[config.mk]
export PLATFORM = sky130hd
export DESIGN_NAME = bk_adder_arbiter
export DESIGN_NICKNAME = d
export VERILOG_FILES = /design/src/rtl/bk_adder_arbiter.sv
export SDC_FILE = /design/constraint.sdc
export NUM_CORES = 1
export LEC_CHECK = 0
export CORE_AREA = 3 3 120 122
export CTS_CLUSTER_DIAMETER = 120
export CTS_CLUSTER_SIZE = 14
export DETAILED_ROUTE_END_ITERATION = 10
export DIE_AREA = 0 0 123 125
export DONT_BUFFER_PORTS = 1
export PLACE_DENSITY = 0.58
export SYNTH_ARGS = -nofsm -noshare
export SYNTH_HDL_FRONTEND = slang
export SYNTH_SLANG_ARGS = --single-unit
[constraint.sdc]
create_clock -name clk -period 6.2 [get_ports clk]
set_clock_uncertainty 0.1 [all_clocks]
set_input_delay 1.24 -clock clk [delete_from_list [all_inputs] [get_ports clk]]
set_output_delay 1.24 -clock clk [all_outputs]
set_load 0.02 [all_outputs]
[src/rtl/bk_adder_arbiter.sv]
// Shared 32-bit Brent-Kung adder with a round-robin arbiter in front of it.
// Multi-beat transactions chain the carry and hold the grant until the last beat.
// The result is registered behind a valid/ready handshake.

module brent_kung_adder (
    input  logic [31:0] A,
    input  logic [31:0] B,
    input  logic        Ci,
    output logic [31:0] S,
    output logic        Co
);
    logic [31:0] p;
    logic [31:0] gg;
    logic [31:0] pp;

    // Parallel-prefix carry network: up-sweep builds power-of-two spans, down-sweep fills the gaps.
    always_comb begin
        p  = A ^ B;
        gg = A & B;
        // Folding Ci into bit 0 lets every prefix generate act directly as a carry-out.
        gg[0] = gg[0] | (p[0] & Ci);
        pp = p;
        for (int unsigned l = 0; l < 5; l++) begin
            for (int unsigned i = (2 << l) - 1; i < 32; i += (2 << l)) begin
                gg[i] = gg[i] | (pp[i] & gg[i - (1 << l)]);
                pp[i] = pp[i] & pp[i - (1 << l)];
            end
        end
        for (int unsigned l = 4; l > 0; l--) begin
            for (int unsigned i = 3 * (1 << (l - 1)) - 1; i < 32; i += (2 << (l - 1))) begin
                gg[i] = gg[i] | (pp[i] & gg[i - (1 << (l - 1))]);
                pp[i] = pp[i] & pp[i - (1 << (l - 1))];
            end
        end
        S  = p ^ {gg[30:0], Ci};
        Co = gg[31];
    end
endmodule

module bk_adder_arbiter #(
    parameter int unsigned NUM_REQ = 4,
    parameter int unsigned ID_W    = 2,
    parameter int unsigned WIDTH   = 32
) (
    input  logic                     clk,
    input  logic                     rst_n,
    input  logic [NUM_REQ-1:0]       req_valid,
    output logic [NUM_REQ-1:0]       req_ready,
    input  logic [NUM_REQ*WIDTH-1:0] req_a,
    input  logic [NUM_REQ*WIDTH-1:0] req_b,
    input  logic [NUM_REQ-1:0]       req_ci,
    input  logic [NUM_REQ-1:0]       req_last,
    output logic                     rsp_valid,
    input  logic                     rsp_ready,
    output logic [ID_W-1:0]          rsp_id,
    output logic [WIDTH-1:0]         rsp_sum,
    output logic                     rsp_co,
    output logic                     rsp_last
);
    typedef enum logic {IDLE, LOCKED} state_t;

    state_t           state, state_nxt;
    logic [ID_W-1:0]  rr_ptr, rr_nxt;
    logic [ID_W-1:0]  owner, owner_nxt;
    logic [ID_W-1:0]  grant;
    logic             grant_ok;
    logic             can_issue;
    logic             accept;
    logic             carry_q;
    logic             ci_sel;
    logic             last_sel;
    logic [WIDTH-1:0] a_sel, b_sel, sum;
    logic             co;

    brent_kung_adder u_adder (
        .A  (a_sel),
        .B  (b_sel),
        .Ci (ci_sel),
        .S  (sum),
        .Co (co)
    );

    // Grant selection, ready generation, operand muxing and next-state decode.
    always_comb begin
        can_issue = !rsp_valid || rsp_ready;
        grant     = '0;
        grant_ok  = 1'b0;
        if (state == LOCKED) begin
            grant    = owner;
            grant_ok = 1'b1;
        end else begin
            for (int unsigned k = 0; k < NUM_REQ; k++) begin
                if (!grant_ok && req_valid[(32'(rr_ptr) + k) % NUM_REQ]) begin
                    grant    = ID_W'((32'(rr_ptr) + k) % NUM_REQ);
                    grant_ok = 1'b1;
                end
            end
        end

        req_ready = '0;
        if (rst_n && grant_ok && can_issue) begin
            req_ready[grant] = 1'b1;
        end
        accept = |(req_ready & req_valid);

        a_sel    = '0;
        b_sel    = '0;
        last_sel = 1'b0;
        for (int unsigned i = 0; i < NUM_REQ; i++) begin
            if (grant == ID_W'(i)) begin
                a_sel    = req_a[i*WIDTH +: WIDTH];
                b_sel    = req_b[i*WIDTH +: WIDTH];
                last_sel = req_last[i];
            end
        end
        ci_sel = (state == LOCKED) ? carry_q : req_ci[grant];

        state_nxt = state;
        owner_nxt = owner;
        rr_nxt    = rr_ptr;
        if (accept) begin
            if (last_sel) begin
                state_nxt = IDLE;
                rr_nxt    = (grant == ID_W'(NUM_REQ - 1)) ? '0 : grant + 1'b1;
            end else begin
                state_nxt = LOCKED;
                owner_nxt = grant;
            end
        end
    end

    // Arbiter state, chained carry and the registered result.
    always_ff @(posedge clk) begin
        if (!rst_n) begin
            state     <= IDLE;
            rr_ptr    <= '0;
            owner     <= '0;
            carry_q   <= 1'b0;
            rsp_valid <= 1'b0;
            rsp_id    <= '0;
            rsp_sum   <= '0;
            rsp_co    <= 1'b0;
            rsp_last  <= 1'b0;
        end else begin
            state  <= state_nxt;
            owner  <= owner_nxt;
            rr_ptr <= rr_nxt;
            if (accept) begin
                rsp_valid <= 1'b1;
                rsp_id    <= grant;
                rsp_sum   <= sum;
                rsp_co    <= co;
                rsp_last  <= last_sel;
                carry_q   <= co;
            end else if (rsp_valid && rsp_ready) begin
                rsp_valid <= 1'b0;
            end
        end
    end
endmodule

==> key figures <==
Run status
  – Status: finished clean

Worst hold path
  – Worst hold path type: flip-flop to flip-flop
  – Worst Hold Launch: owner[1]

Setup path
  – CP endpoint kind: flip-flop
  – Required @ worst endpoint: 6.32 ns
  – Slowest stage delay, CP: 0.44 ns
  – Reg-to-reg critical path startpoint: state
  – Worst path most repeated cell: o21ai_0
  – Worst endpoint data arrival time: 5.87 ns
  – Launch point of the worst path: req_valid[0]
  – CP startpoint kind: input port
  – CP max FO: 30
  – Top delay family on crit path: compound AO/OA/AOI/OAI gates
  – WP buf/inv: 4
  – Worst-path cell chain: a21oi_1 -> o21ai_0 -> a211oi_2 -> a21oi_2 -> inv_1 -> ha_2 -> clkinv_1 -> buf_4 -> o21ai_0 -> o21ai_0 -> ha_1 -> nand2_1 -> or3_1 -> o31a_1 -> o21ai_0 -> buf_4 -> a21boi_0 -> fa_1 -> xnor2_1 -> nand2_1 -> a21boi_1
  – Critical path type: input port to flip-flop
  – CP max stage cell: fa_1
  – Reg2reg setup slack: 1.00 ns

Cells and area
  – Synth-to-Final Area Change: 6.43%
  – Filler instances: between 1000 and 1500
  – Final non-filler cell total: 817
  – Share of cells above drive strength 1: between 6 and 7%
  – Net count, final: 960

Die
  – Die area: approximately 0.015 mm^2
  – Core ar.: about 0.013 mm^2
  – # rows: 42
  – Die width: 123 um
  – Die Height: 125 um
  – I/O pin count: 312
  – Starting density of the core: 37.8%

Route
  – DRC violations left: 0
  – Via-to-Cell Ratio: about 6.3
  – Final WL: ~19000 um
  – DRT Pass-1 Iters: 7
  – Avg WL per Cell: 23.2 um
  – Number of nets with antenna violations after routing: 0
  – Via count: ~5000
  – Iter 0 DRT Violations: between 400 and 500

Pwr
  – NetSw: ~1.9 mW
  – P_int: 1.74 mW
  – Total Power: roughly 3.7 mW
  – Comb power frac: 77.1%
  – Maximum vdd drop: 0.244 mV
  – Power share of the sequential group: 15.7%
  – Leakage: 2.20 nW
  – PwrDens: 685 mW/mm^2
  – Sw frac: 52.5%
  – Clock power share: 7.2%

Synth
  – Number of flops mapped to enable cells by yosys: 0
  – Mapped cell area: around 0.005 mm^2
  – Avg Cell Area, Syn: 7.49 um^2
  – Cell variety after synth: 50
  – Syn Inst Count: 670
  – Sequential share of the synthesized area: 16.7%
  – Ys async rst share: 0%
  – Post-synth net total: 992
  – Most frequently used flop master after synthesis: dfxtp_1
  – Yosys reg bits: 42
  – Post-synth top area share: around 17%
  – Synth top area cells: dfxtp_1, a221o_1, o21ai_0
  – Synth warnings: 0
  – Largest area contributor in the netlist: dfxtp_1

Placement
  – Buffers added on ports: 0
  – DP HPWL: 15700 um
  – Post-Place Setup Slack: around 0.016 ns
  – Gpl congestion: 0.897
  – Cell count after placement: 807

Clock network
  – Clk slew on worst S/H paths: 0.06 ns
  – CTS tree: built
  – Clock buffer depth: 2
  – Num CTS Buffers: 5
  – CTS H-Tree Depth: 2
  – Clock net sink count: 42
  – Number of post-CTS setup repair buffers: 0
  – CTS root buffer: clkbuf_16
  – Clk_lat worst skew: ~0.28 ns

Timing
  – Actual slew at the worst max-slew pin: 0.939 ns
  – RSZ-0062 raised after global routing: false
  – Hold Worst Slack: about 0.40 ns
  – Rel. slew slack: 37.3%
  – Max-slew violations: 0
  – Post-route setup TNS: 0 ns
  – Minimum clock period after layout: 5.76 ns
  – Final Hold Fails: 0
  – Setup violators final: 0
  – Fin crit share: 92.8%
  – Fmax: about 0.17 GHz
  – Worst Slack Setup Final: ~0.44 ns

GRT
  – Tot GR Track Use: 23.9%
  – First-pass GRT wire length: approximately 29000 um
  – Vias in the first global route: 5015
  – Gr ovfl total: 0
  – Initial antenna violation count: 6
  – Pin count of the biggest net entering global routing: a little under 80

Run
  – Max-Cap Viols: 0
## cell type report
class | count | area, um^2 | share of cell area [%]
clock inverters | 2 | 12.5 | 0.234
clock buffers | 6 | 139 | 2.60
well taps | 176 | 220 | 4.12
diodes | 2 | 5.00 | 0.0937
flip-flops and latches | 42 | 841 | 15.7
repair buffers | 20 | 175 | 3.28
multi-input cells | 556 | 3900 | 73.0
inverters | 13 | 48.8 | 0.913
## power by group through the flow
stage | Clock [mW] | Combinational, mW | Sequential, mW
after floorplan | 0 | 2.08 | 0.538
after global placement | 0 | 2.75 | 0.581
after detailed placement | 0 | 2.78 | 0.583
after CTS | 0.273 | 2.81 | 0.578
after global routing | 0.283 | 3.19 | 0.587
final | 0.264 | 2.82 | 0.577
## worst reg2reg max path: cells and delay by family (launching register included)
family | cells | cell delay, ns
AO/OA/AOI/OAI | 9 | 1.74
XOR/XNOR | 1 | 0.16
adder cells (fa/ha/maj) | 4 | 1.43
buffers and inverters | 2 | 0.25
flip-flops | 1 | 0.40
AND/OR/NAND/NOR | 5 | 1.06
## cell usage in the layout, fill, tap and decap left out, types with 4 or more instances in the layout
| cell | count |
|---|---|
| o21ai_0 | 114 |
| nand2_1 | 106 |
| a221o_1 | 63 |
| a21oi_1 | 42 |
| dfxtp_1 | 42 |
| nor2_1 | 37 |
| ha_1 | 31 |
| a21o_1 | 26 |
| buf_4 | 18 |
| o211a_1 | 17 |
| fa_1 | 17 |
| xnor2_1 | 15 |
| inv_1 | 12 |
| a21boi_1 | 11 |
| a21boi_0 | 9 |
| nand3_1 | 7 |
| o21a_1 | 5 |
| clkbuf_16 | 5 |
| nor3_1 | 4 |
## per-layer routing
| metal | share of wire, % | global-route usage [%] |
|---|---|---|
| met5 | 0.32 | 0 |
| met4 | 2.5 | 6.45 |
| met3 | 9.4 | 6.96 |
| met2 | 45 | 36.2 |
| met1 | 43 | 33.0 |
## synth_stat cells (3+ instances only)
master,instances
xnor2_1,15
o21ai_0,114
nand2_1,106
a21o_1,26
nor3_1,5
buf_1,7
a221o_1,63
or3_1,3
dfxtp_1,42
nor2_1,37
nand2b_1,3
a21oi_1,43
o211a_1,17
fa_1,17
buf_6,8
a21boi_0,9
nand3_1,7
o21a_1,5
a21boi_1,11
inv_1,13
nor2b_1,3
ha_1,34
clkbuf_1,44
## metrics by stage
step / utilization (%) / instance area (um^2)
2_1_floorplan: - / 5030
3_3_place_gp: 38.9 / 5170
3_5_place_dp: 38.9 / 5170
4_1_cts: 40.0 / 5320
5_1_grt: 40.2 / 5340
6_report: 40.2 / 5340
## state kept, by name (all words and copies together) (netlist names)
register,flops
rsp_sum,32
rsp_id,2
rr_ptr,2
owner,2
state,1
carry_q,1
rsp_last,1
rsp_valid,1
## final timing paths
kind / end / cells after the start
hold / removal: owner[1] / 2
setup / recovery: rsp_sum[23] / 21
setup reg to reg: rsp_sum[23] / 21
hold reg to reg: owner[1] / 2
## cells by family (layout without fill, tap and decap cells)
group | Yosys count | after routing | share of synthesized area, %
compound gates | 313 | 313 | 43.8
xor+xnor | 15 | 15 | 2.62
fa+ha+maj | 51 | 51 | 15.3
buf+inv | 72 | 41 | 6.58
flops | 42 | 42 | 16.7
mux | 1 | 1 | 0.199
other cells | 0 | 2 | 0
simple gates | 176 | 176 | 14.8
## repair_timing
action	4_1_cts	5_1_grt
gates resized for setup	0	3
hold buffers	0	0
setup endpoints to repair	0	11
Note: power is estimated with default switching activity, not from simulation.
==> RTL edit 1: new RTL, same settings <==
Make the reset (`rst_n`) asynchronous in one clocked block.
--- a/src/rtl/bk_adder_arbiter.sv
+++ b/src/rtl/bk_adder_arbiter.sv
@@ -132,3 +132,3 @@
     // Arbiter state, chained carry and the registered result.
-    always_ff @(posedge clk) begin
+    always_ff @(posedge clk or negedge rst_n) begin
         if (!rst_n) begin
Function: not settled (the Yosys comparison gave no result); the edit may change what the design does.
==> RTL edit 1 against the original RTL <==
Fmax is 0.54% lower. Design area is 0.49% lower. Hold slack better by 0.021 ns. Via count is 5.2% lower. Count of clock-buffer cells in the layout is 1 lower. Wire length is 1.5% lower. Synthesized area is 0.75% lower. Utilization is 0.20 points lower. Sequential cell count stayed put. Setup slack worse by 0.031 ns. Highest routed layer unchanged.
Power is left out: the tool's default activity adds up to more than one toggle a clock period on the data nets, which glitch-free logic cannot reach.
==> RTL edit 1: results (changes against the original RTL) <==
Sequential fraction of the synthesis area: 21.1% (was 16.7%)
ClkCell Share: 3.11% (was 2.83%)
Synth top cells by count: o21ai_0, nand2_1, a221o_1 (unchanged)
Multi-input logic area: 3670 um2 (was 3900 um2)
Slew headroom: 41.1% (was 37.3%)
Buffers, non-clock: 19 (was 20)
GRT Overall Usage: 23.1% (was 23.9%)
Share of cells above drive strength 1: 8.43% (was 6.57%)
Post-Route WL: 18700 um (was 19000 um)
DRT iter0 DRCs: 347 (was 434)
Initial antenna violation count: 3 (was 6)
Non-filler instance count after layout: 783 (was 817)
DR pass1 iterations: 5 (was 7)
DPL Wire Length: 15600 um (was 15700 um)
M3 GR Usage: 6.68% (was 6.96%)
Met2 usage: 37.8% (was 36.2%)
CP Max Fanout: 29 (was 30)
First-pass GRT wire length: 27500 um (was 28800 um)
Largest cells by area after synthesis: dfrtp_1, o21ai_0, a221o_1 (was dfxtp_1, a221o_1, o21ai_0)
Util after Layout: 40.0% (was 40.2%)
Cell count after synthesis: 632 (was 670)
Clock buffer count: 5 (was 6)
Synthesized net count: 954 (was 992)
Inverter count: 14 (was 13)
Number of global-route vias before repair: 4746 (was 5015)
Status: completed (unchanged)
Pre-CTS WS: -0.131 ns (was 0.0165 ns)
Placed cell count: 773 (was 807)
Fraction of area in registers: 19.8% (was 15.7%)
==> RTL edit 1: cells by family after synthesis <==
group | Yosys count | share of synthesized area, %
flops | 42 | 21.1
xor+xnor | 15 | 2.64
mux | 15 | 3.42
fa+ha+maj | 51 | 15.4
buf+inv | 68 | 6.13
compound gates | 305 | 40.0
simple gates | 136 | 11.4
==> RTL edit 1: path summary, 6_finish.rpt <==
kind	start	endpoint	slack, ns	depth (start not counted)
worst max-delay path	req_valid[0]	rsp_sum[23]	0.41	22
worst min-delay path	owner[0]	owner[0]	0.43	1
worst max register to register	rr_ptr[1]	rsp_sum[23]	0.86	22
worst min register to register	owner[0]	owner[0]	0.43	1
max in group asynchronous	rst_n	rsp_sum[25]	5.37	0
min in group asynchronous	rst_n	rsp_sum[13]	0.55	0
==> RTL edit 1: layer usage <==
metal	vias up	part of all wire [%]
met2	235	49
li1	2309	-
met5	-	0.070
met4	2	1.7
met3	21	9.4
met1	2283	40
==> RTL edit 2: new RTL, same settings <==
Without the edit above. Set the parameter `ID_W` to 4 (it was 2).
--- a/src/rtl/bk_adder_arbiter.sv
+++ b/src/rtl/bk_adder_arbiter.sv
@@ -41,3 +41,3 @@
     parameter int unsigned NUM_REQ = 4,
-    parameter int unsigned ID_W    = 2,
+    parameter int unsigned ID_W    = 4,
     parameter int unsigned WIDTH   = 32
Ports: changed (resized rsp_id); port bits go from 312 to 314. No check against the original RTL was run, so the function may have changed too.
==> RTL edit 2 against the original RTL <==
Design area up 4.8%. Sequential cell count up 4. Synthesized area up 3.2%. Setup slack improved by 0.014 ns. Critical path depth grew 1. Critical path type unchanged. Highest routed layer is now met4. Wire length grew 5.4%. Die area unchanged.
Power is not compared: it rests on default switching activity, and its combinational part moved more than twofold at a synthesized area within 25%.
==> RTL edit 2: results (changes against the original RTL) <==
Status: completed (unchanged)
Routed WL per cell: 23.3 um (was 23.2 um)
TritonCTS Buffers: 5 (unchanged)
GRT Overall Usage: 24.6% (was 23.9%)
ClkCell Share: 2.41% (was 2.83%)
Fraction of area in registers: 16.4% (was 15.7%)
Worst path top cell family by delay: compound AO/OA/AOI/OAI gates (unchanged)
Number of fill cells in the layout: 1389 (was 1376)
Buffer share of cell area: 5.05% (was 3.28%)
DRT iter0 DRCs: 350 (was 434)
Synth unique cells: 48 (was 50)
Setup bufs post-CTS: 0 (unchanged)
Avg Vias per Cell: 6.33 (was 6.26)
CP Max Fanout: 6 (was 30)
CP max stage cell: fa_1 (unchanged)
Critical Path End: rsp_sum[15] (was rsp_sum[23])
DPL Wire Length: 16500 um (was 15700 um)
Row cnt: 42 (unchanged)
Largest net degree at the start of global routing: 65 (was 78)
Non-filler instance count after layout: 858 (was 817)
Crit-path max cell delay: 0.47 ns (was 0.44 ns)
Sequential share of power: 22.5%
Worst R2R Setup Slack: 0.80 ns (was 1.00 ns)
Data arrival, critical path: 5.86 ns (was 5.87 ns)
Num sequential: 46 (was 42)
FF-to-FF Start: rr_ptr[1] (was state)
Multi-input logic area: 4010 um2 (was 3900 um2)
Buffers, non-clock: 31 (was 20)
Synthesized net count: 1022 (was 992)
#MultiIn Comb: 589 (was 556)
Hold Crit Class: reg2reg (unchanged)
R2r worst-path depth: 22 (was 21)
Xor/xnor cell area share of the yosys netlist: 2.54% (was 2.62%)
First-pass GRT wire length: 29800 um (was 28800 um)
Inverter count: 7 (was 13)
Dpl cell area: 5450 um2 (was 5170 um2)
Pre-CTS WS: -0.152 ns (was 0.0165 ns)
Largest cells by area after synthesis: dfxtp_1, o21ai_0, ha_1 (was dfxtp_1, a221o_1, o21ai_0)
Clk pin slew, worst setup/hold paths: 0.07 ns
GP Congestion: 0.902 (was 0.897)
Initial antenna violation count: 2 (was 6)
Slew headroom: 50.4% (was 37.3%)
Post-synthesis adder-cell area fraction: 14.8% (was 15.3%)
Area fraction in compound gates after synthesis: 40.0% (was 43.8%)
CP startpoint: req_valid[3] (was req_valid[0])
Clk_lat worst skew: 0.28 ns (about the same)
DR pass1 iterations: 7 (unchanged)
Buffers added on ports: 0 (unchanged)
Max Clk Rate: 0.174 GHz (about the same)
Synth top cells by count: nand2_1, o21ai_0, a21oi_1 (was o21ai_0, nand2_1, a221o_1)
Number of global-route vias before repair: 5248 (was 5015)
Placed cell count: 849 (was 807)
Sequential fraction of the synthesis area: 17.8% (was 16.7%)
Mux cell area share after synthesis: 0.966% (was 0.199%)
Share of cells above drive strength 1: 8.82% (was 6.57%)
Syn Area/Cell: 7.40 um2 (was 7.49 um2)
Util after Layout: 42.1% (was 40.2%)
RTL edit 2: cell count changes in the layout (fill, tap and decap cells not counted), sizes merged, moves of 11 or more:
cell	delta
buf	+11
o21ai	-22
a221o	-22
a21boi	-19
nor2	+23
o211a	-13
nor3	+21
nand2	-12
a21oi	+22
a221oi	+24
a211oi	+17
RTL edit 2: worst min path at each step:
stage                        start        to  slack [ns]  cells after the start
final                     owner[2]  owner[2]        0.36                      1
after global routing      owner[2]  owner[2]        0.38                      1
after CTS                 owner[2]  owner[2]        0.37                      1
after detailed placement  owner[2]  owner[2]        0.36                      1
after global placement    owner[3]  owner[3]        0.35                      1
after floorplan           owner[2]  owner[2]        0.34                      1
RTL edit 2: layer usage:
layer,GRT usage [%],vias up,wire length [um]
met1,33.2,2583,8540
met4,3.71,0,237
li1,-,2582,-
met2,41.1,248,9590
met5,0,-,0
met3,4.97,20,1650
